**src/rtl/pmem_arbiter_if.sv**
```systemverilog
// Bus bundle between the two L1 miss ports, the arbiter and the shared pmem line port.
// master: caches + memory side; slave: the arbiter.
interface pmem_arbiter_if #(
    parameter int ADDR_WIDTH = 16,
    parameter int LINE_WIDTH = 128
);
    logic                  i_pmem_read;
    logic [ADDR_WIDTH-1:0] i_pmem_address;
    logic [LINE_WIDTH-1:0] i_pmem_rdata;
    logic                  i_pmem_resp;

    logic                  d_pmem_read;
    logic                  d_pmem_write;
    logic [ADDR_WIDTH-1:0] d_pmem_address;
    logic [LINE_WIDTH-1:0] d_pmem_wdata;
    logic [LINE_WIDTH-1:0] d_pmem_rdata;
    logic                  d_pmem_resp;

    logic                  pmem_read;
    logic                  pmem_write;
    logic [ADDR_WIDTH-1:0] pmem_address;
    logic [LINE_WIDTH-1:0] pmem_wdata;
    logic [LINE_WIDTH-1:0] pmem_rdata;
    logic                  pmem_resp;

    modport slave (
        input  i_pmem_read, i_pmem_address,
        output i_pmem_rdata, i_pmem_resp,
        input  d_pmem_read, d_pmem_write, d_pmem_address, d_pmem_wdata,
        output d_pmem_rdata, d_pmem_resp,
        output pmem_read, pmem_write, pmem_address, pmem_wdata,
        input  pmem_rdata, pmem_resp
    );

    modport master (
        output i_pmem_read, i_pmem_address,
        input  i_pmem_rdata, i_pmem_resp,
        output d_pmem_read, d_pmem_write, d_pmem_address, d_pmem_wdata,
        input  d_pmem_rdata, d_pmem_resp,
        input  pmem_read, pmem_write, pmem_address, pmem_wdata,
        output pmem_rdata, pmem_resp
    );
endinterface

```
**src/rtl/pmem_arbiter.sv**
```systemverilog
// I/D miss-port arbiter for the shared pmem line port; D has priority, starvation limit protects I.
// Optional grant/conflict counters are enabled with `define ARB_PERF_CNT_EN.
module pmem_arbiter #(
    parameter int ADDR_WIDTH   = 16,
    parameter int LINE_WIDTH   = 128,
    parameter int STARVE_LIMIT = 4
) (
    input  logic clk,
    input  logic reset,
    pmem_arbiter_if.slave bus
`ifdef ARB_PERF_CNT_EN
    ,
    output logic [31:0] i_grant_count,
    output logic [31:0] d_grant_count,
    output logic [31:0] conflict_count
`endif
);
    typedef enum logic [1:0] {IDLE, SERVE_I, SERVE_D} state_t;

    localparam logic [3:0] STARVE_MAX = 4'(STARVE_LIMIT);

    state_t     state;
    state_t     state_next;
    logic       d_req;
    logic       grant_i;
    logic       grant_d;
    logic [3:0] starve_cnt;

    always_comb begin
        d_req   = bus.d_pmem_read | bus.d_pmem_write;
        grant_i = (state == IDLE) && bus.i_pmem_read && (!d_req || starve_cnt == STARVE_MAX);
        grant_d = (state == IDLE) && !grant_i && d_req;
    end

    always_ff @(posedge clk) begin
        if (reset) state <= IDLE;
        else       state <= state_next;
    end

    always_comb begin
        state_next = state;
        case (state)
            IDLE: begin
                if (grant_i)      state_next = SERVE_I;
                else if (grant_d) state_next = SERVE_D;
            end
            SERVE_I, SERVE_D: begin
                if (bus.pmem_resp) state_next = IDLE;
            end
            default: state_next = IDLE;
        endcase
    end

    // Response is combinational on pmem_resp; rdata is broadcast and qualified only by resp.
    always_comb begin
        bus.i_pmem_resp  = (state == SERVE_I) && bus.pmem_resp;
        bus.d_pmem_resp  = (state == SERVE_D) && bus.pmem_resp;
        bus.i_pmem_rdata = bus.pmem_rdata;
        bus.d_pmem_rdata = bus.pmem_rdata;
    end

    // Request is latched on the grant edge and held until completion; an illegal
    // simultaneous read+write from D is issued as a write only.
    always_ff @(posedge clk) begin
        if (reset) begin
            bus.pmem_read    <= 1'b0;
            bus.pmem_write   <= 1'b0;
            bus.pmem_address <= '0;
            bus.pmem_wdata   <= '0;
        end else if (grant_i) begin
            bus.pmem_read    <= 1'b1;
            bus.pmem_write   <= 1'b0;
            bus.pmem_address <= bus.i_pmem_address;
            bus.pmem_wdata   <= '0;
        end else if (grant_d) begin
            bus.pmem_read    <= bus.d_pmem_read & ~bus.d_pmem_write;
            bus.pmem_write   <= bus.d_pmem_write;
            bus.pmem_address <= bus.d_pmem_address;
            bus.pmem_wdata   <= bus.d_pmem_wdata;
        end else if (state != IDLE && bus.pmem_resp) begin
            bus.pmem_read    <= 1'b0;
            bus.pmem_write   <= 1'b0;
        end
    end

    always_ff @(posedge clk) begin
        if (reset)
            starve_cnt <= '0;
        else if (grant_i)
            starve_cnt <= '0;
        else if (grant_d && bus.i_pmem_read && starve_cnt != STARVE_MAX)
            starve_cnt <= starve_cnt + 4'd1;
    end

`ifdef ARB_PERF_CNT_EN
    always_ff @(posedge clk) begin
        if (reset) begin
            i_grant_count  <= '0;
            d_grant_count  <= '0;
            conflict_count <= '0;
        end else begin
            if (grant_i) i_grant_count <= i_grant_count + 32'd1;
            if (grant_d) d_grant_count <= d_grant_count + 32'd1;
            if ((grant_i || grant_d) && bus.i_pmem_read && d_req)
                conflict_count <= conflict_count + 32'd1;
        end
    end
`endif
endmodule
```
**src/flat_wrapper.sv**
```systemverilog
// flat-port wrapper written by rule: the top's interface ports become plain ports
module pmem_arbiter_flat 
#(
    parameter int ADDR_WIDTH   = 16,
    parameter int LINE_WIDTH   = 128,
    parameter int STARVE_LIMIT = 4
)
  (clk, reset, bus_i_pmem_read, bus_i_pmem_address, bus_i_pmem_rdata, bus_i_pmem_resp, bus_d_pmem_read, bus_d_pmem_write, bus_d_pmem_address, bus_d_pmem_wdata, bus_d_pmem_rdata, bus_d_pmem_resp, bus_pmem_read, bus_pmem_write, bus_pmem_address, bus_pmem_wdata, bus_pmem_rdata, bus_pmem_resp);
  pmem_arbiter_if #(.ADDR_WIDTH(ADDR_WIDTH), .LINE_WIDTH(LINE_WIDTH)) bus_i ();
  input  logic clk;
  input  logic reset;
  input wire logic [$bits(bus_i.i_pmem_read)-1:0] bus_i_pmem_read;
  input wire logic [$bits(bus_i.i_pmem_address)-1:0] bus_i_pmem_address;
  output wire logic [$bits(bus_i.i_pmem_rdata)-1:0] bus_i_pmem_rdata;
  output wire logic [$bits(bus_i.i_pmem_resp)-1:0] bus_i_pmem_resp;
  input wire logic [$bits(bus_i.d_pmem_read)-1:0] bus_d_pmem_read;
  input wire logic [$bits(bus_i.d_pmem_write)-1:0] bus_d_pmem_write;
  input wire logic [$bits(bus_i.d_pmem_address)-1:0] bus_d_pmem_address;
  input wire logic [$bits(bus_i.d_pmem_wdata)-1:0] bus_d_pmem_wdata;
  output wire logic [$bits(bus_i.d_pmem_rdata)-1:0] bus_d_pmem_rdata;
  output wire logic [$bits(bus_i.d_pmem_resp)-1:0] bus_d_pmem_resp;
  output wire logic [$bits(bus_i.pmem_read)-1:0] bus_pmem_read;
  output wire logic [$bits(bus_i.pmem_write)-1:0] bus_pmem_write;
  output wire logic [$bits(bus_i.pmem_address)-1:0] bus_pmem_address;
  output wire logic [$bits(bus_i.pmem_wdata)-1:0] bus_pmem_wdata;
  input wire logic [$bits(bus_i.pmem_rdata)-1:0] bus_pmem_rdata;
  input wire logic [$bits(bus_i.pmem_resp)-1:0] bus_pmem_resp;
  assign bus_i.i_pmem_read = bus_i_pmem_read;
  assign bus_i.i_pmem_address = bus_i_pmem_address;
  assign bus_i_pmem_rdata = bus_i.i_pmem_rdata;
  assign bus_i_pmem_resp = bus_i.i_pmem_resp;
  assign bus_i.d_pmem_read = bus_d_pmem_read;
  assign bus_i.d_pmem_write = bus_d_pmem_write;
  assign bus_i.d_pmem_address = bus_d_pmem_address;
  assign bus_i.d_pmem_wdata = bus_d_pmem_wdata;
  assign bus_d_pmem_rdata = bus_i.d_pmem_rdata;
  assign bus_d_pmem_resp = bus_i.d_pmem_resp;
  assign bus_pmem_read = bus_i.pmem_read;
  assign bus_pmem_write = bus_i.pmem_write;
  assign bus_pmem_address = bus_i.pmem_address;
  assign bus_pmem_wdata = bus_i.pmem_wdata;
  assign bus_i.pmem_rdata = bus_pmem_rdata;
  assign bus_i.pmem_resp = bus_pmem_resp;
  pmem_arbiter #(.ADDR_WIDTH(ADDR_WIDTH), .LINE_WIDTH(LINE_WIDTH), .STARVE_LIMIT(STARVE_LIMIT)) u_core (.clk(clk), .reset(reset), .bus(bus_i));
endmodule
```
**config.mk**
```make
export PLATFORM = sky130hd
export DESIGN_NAME = pmem_arbiter_flat
export DESIGN_NICKNAME = d
export VERILOG_FILES = /design/src/rtl/pmem_arbiter_if.sv /design/src/rtl/pmem_arbiter.sv /design/src/flat_wrapper.sv
export SDC_FILE = /design/constraint.sdc
export NUM_CORES = 1
export LEC_CHECK = 0
export BUFFER_PORTS_ARGS = -buffer_cell sky130_fd_sc_hd__buf_2
export CELL_PAD_IN_SITES_DETAIL_PLACEMENT = 1
export CELL_PAD_IN_SITES_GLOBAL_PLACEMENT = 2
export CORE_AREA = 2 2 268 270
export DETAILED_ROUTE_END_ITERATION = 10
export DIE_AREA = 0 0 270 272
export PLACE_DENSITY = 0.52
export SLEW_MARGIN = 20
export SYNTH_ARGS = -nofsm -noshare
export SYNTH_HDL_FRONTEND = slang
export SYNTH_SLANG_ARGS = --single-unit
```
**constraint.sdc**
```tcl
create_clock -name clk -period 4 [get_ports clk]
set_clock_uncertainty 0.15 [all_clocks]
set_input_delay 0.2 -clock clk [delete_from_list [all_inputs] [get_ports clk]]
set_output_delay 0.2 -clock clk [all_outputs]
set_load 0.01 [all_outputs]
```
==> impl_metrics.tcl <==
set metrics [dict create \
    cpMaxStageDelayCell "a211oi_4" \
    intPower_mw 3.29 \
    post-route-min-period_ps 2920 \
    ff2ff_setup_slack_ps 1080 \
    pwr-share-clk_pct 39.7 \
    rsz0062_at_grt "false" \
    timing.slew.headroom_pct 33.9 \
    dp.final_hpwl_um 22500 \
    antenna_cells 0 \
    grt_pass1_wl_um 51700 \
    power_frac_seq_pct 36.9 \
    endpoint_kind "flip-flop" \
    dp.cells 1904 \
    layout_common_cells "312 x buf_2, 152 x dlygate4sd3_1, 152 x dfxtp_1" \
    die_w_um 270 \
    yosys_most_used_dff "dfxtp_1" \
    final.hold.worst_slack_ps 56.2 \
    multiInputGateArea_um2 3850 \
    drive_gt1_share_pct 49.8 \
    ys_seq_area_share_pct 32.2 \
    cp.arrival_ps 3180 \
    cts_repair_resize_count 0 \
    worst-path-max-fanout 16 \
    layout.cells.non_filler 2087 \
    final-max-slew-violation-count 0 \
    post_synth_instance_area_um2 9450 \
    htreeDepth 4 \
    detail_route.wl_per_cell_um 16.5 \
    detailroute.via_count 7745 \
    min_path_type "input pin to flip-flop" \
    outcome "completed" \
    initial_core_util_pct 13.4 \
    grt_pass1_vias 8268 \
    worst-endpoint-required_ps 4260 \
    synth_largest_area_cell "dfxtp_1" \
    pwr-share-comb_pct 23.5 \
    clockRootBuffer "clkbuf_16" \
    mappedNetlistNets 1277 \
    synth_async_sr_flop_share_pct 0 \
    synth_top_area_share_pct 32.2 \
    die-area_um2 73400 \
    post_route_drc_violation_count 0 \
    rows 98 \
    gr-usage-all-layers_pct 9.24 \
    crit_path_cell_trace "inv_1, ha_1, nand2_1, a211oi_4, a221o_1, dlygate4sd3_1" \
    ctsLongestPathBuffers 2 \
    drt-pass1-iter-count 4 \
    number_of_synthesized_register_bits 152 \
    setup.worst_path.start_class "flip-flop" \
    hold_viol_final 0 \
    area_used_by_sequential_logic_in_the_layout_um2 3040 \
    power.density_nw_per_um2 393 \
    timing.critical_path.max_delay_family "compound AO/OA/AOI/OAI gates" \
    filler_cell_count 8292 \
    io_pins 698 \
    timing.final.crit_share_pct 72.9 \
    power_switching_share_pct 30.7 \
    cap_violations 0 \
    route.final.wire_length_um 34500 \
    syn_inst 978 \
    cp_num_buf_inv 2 \
    ys_top_cells_by_area "dfxtp_1 32%, buf_4 21%, a211oi_2 13%, o21ai_2 9.3%, nand3_1 6.9%" \
    syn2layout_area_growth_pct 27.5 \
    cellLeakagePower_nw 4.55 \
    detailedRoute.firstIterationViolations 300 \
    core_area_um2 70800 \
    worst_pin_slew_ps 992 \
    criticalPathCategory "flip-flop to flip-flop" \
    cts_tree "built" \
    nets 1424 \
    critical_path_max_stage_delay_ps 700 \
    power.switching_mw 1.46 \
    yosys_warnings 0 \
    postCtsHoldBufs 152 \
    synth_edf_count 0 \
    synth_cell_types 41 \
    cts-buffers-inserted 17 \
    cts_num_sinks 152 \
    routabilityCongestion 0.681 \
    totalPowerFinal_mw 4.74 \
    setup-tns-final_ps 0 \
    ir_worst_vdd_v 0.000169 \
    setup_viol 0 \
    globalRoute.totalOverflow 0 \
    clk-insertion-delay-late_ps 470 \
    die-height_um 272 \
    ant_nets 0 \
    achievable_freq_mhz 343 \
    path_clk_slew_ps 70 \
    via_per_inst 3.71 \
    port_buffers 313 \
    grt_start_max_net_pins 81 \
    mostFrequentLayoutCell "buf_2" \
    cts_setup_buffers 0 \
    grt_antenna_before_repair 1 \
    synthesis.area_per_instance_um2 9.67 \
]
==> Yosys cell counts (5+ instances only) <==
library cell  count
buf_4           263
buf_6            15
buf_8            11
o21ai_1          19
clkbuf_1         32
a21oi_1           5
nor4b_1          16
a211oi_1         29
nand3_1         131
buf_2            26
o21ai_0          12
a211oi_2        100
nand2_1           5
a221o_1          16
ha_1              5
dfxtp_1         152
o21ai_2         100
==> metrics by stage <==
stage	utilization (%)	area (µm²)	worst slack [ps]
2_1_floorplan	-	9450	2240
3_3_place_gp	14.0	9880	1640
3_5_place_dp	14.0	9880	1580
4_1_cts	17.0	12100	1000
5_1_grt	17.0	12100	848
6_report	17.0	12100	1080
==> power groups by stage <==
stage               clock [mW]  combinational (mW)  sequential (mW)
floorplan                    0               0.805             1.84
global placement             0               0.993             1.78
detailed placement           0                1.01             1.78
CTS                       1.99                1.14             1.75
global route              2.03                1.21             1.77
finish                    1.88                1.11             1.75
==> cell type report <==
| cell class | count | area share [%] |
|---|---|---|
| sequential | 152 | 25.2 |
| clock buffer | 19 | 3.76 |
| multi-input combinational | 471 | 31.9 |
| tap | 950 | 9.86 |
| inverter | 4 | 0.125 |
| timing repair buffer | 479 | 27.5 |
| clock inverter | 12 | 1.62 |
==> sequential cells by signal (all words and copies together) (netlist names) <==
| signal | flops |
|---|---|
| u_core.bus.pmem_wdata | 128 |
| u_core.bus.pmem_address | 16 |
| u_core.starve_cnt | 4 |
| u_core.state | 2 |
| u_core.bus.pmem_read | 1 |
| u_core.bus.pmem_write | 1 |
==> worst min-delay path, delay by kind of cell <==
kind / cells / cell delay (ps)
and+or+nand+nor: 1 / 220
AOI/OAI and AO/OA: 1 / 150
buffers and inverters: 1 / 70
==> final timing paths <==
check | from | endpoint | cells past startpoint
worst max-delay path | u_core.state[1]$_SDFFE_PP0P_ | u_core.bus.pmem_address[6]$_SDFFE_PP0P_ | 6
worst min register to register | u_core.bus.pmem_wdata[48]$_SDFFE_PP0P_ | u_core.bus.pmem_wdata[48]$_SDFFE_PP0P_ | 2
worst min-delay path | bus_d_pmem_address[12] | u_core.bus.pmem_address[12]$_SDFFE_PP0P_ | 3
worst max register to register | u_core.state[1]$_SDFFE_PP0P_ | u_core.bus.pmem_address[6]$_SDFFE_PP0P_ | 6
==> routing by layer <==
layer | global-route usage (%) | up-vias | part of all wire (%)
met5 | 0 | - | 0.038
met4 | 4.69 | 2 | 3.7
met3 | 3.54 | 100 | 7.1
met2 | 15.1 | 315 | 47
met1 | 10.5 | 3760 | 42
li1 | - | 3568 | -
==> cell families (layout without fill, tap and decap cells) <==
logic type / count (synthesis) / count (layout) / share of synthesized area, %
adder cells (fa/ha/maj): 5 / 5 / 0.662
AO/OA/AOI/OAI: 292 / 292 / 29.5
buffers and inverters: 355 / 514 / 27.4
AND/OR/NAND/NOR: 174 / 174 / 10.3
flip-flops: 152 / 152 / 32.2
No activity file was read; power rests on OpenSTA's default activity.
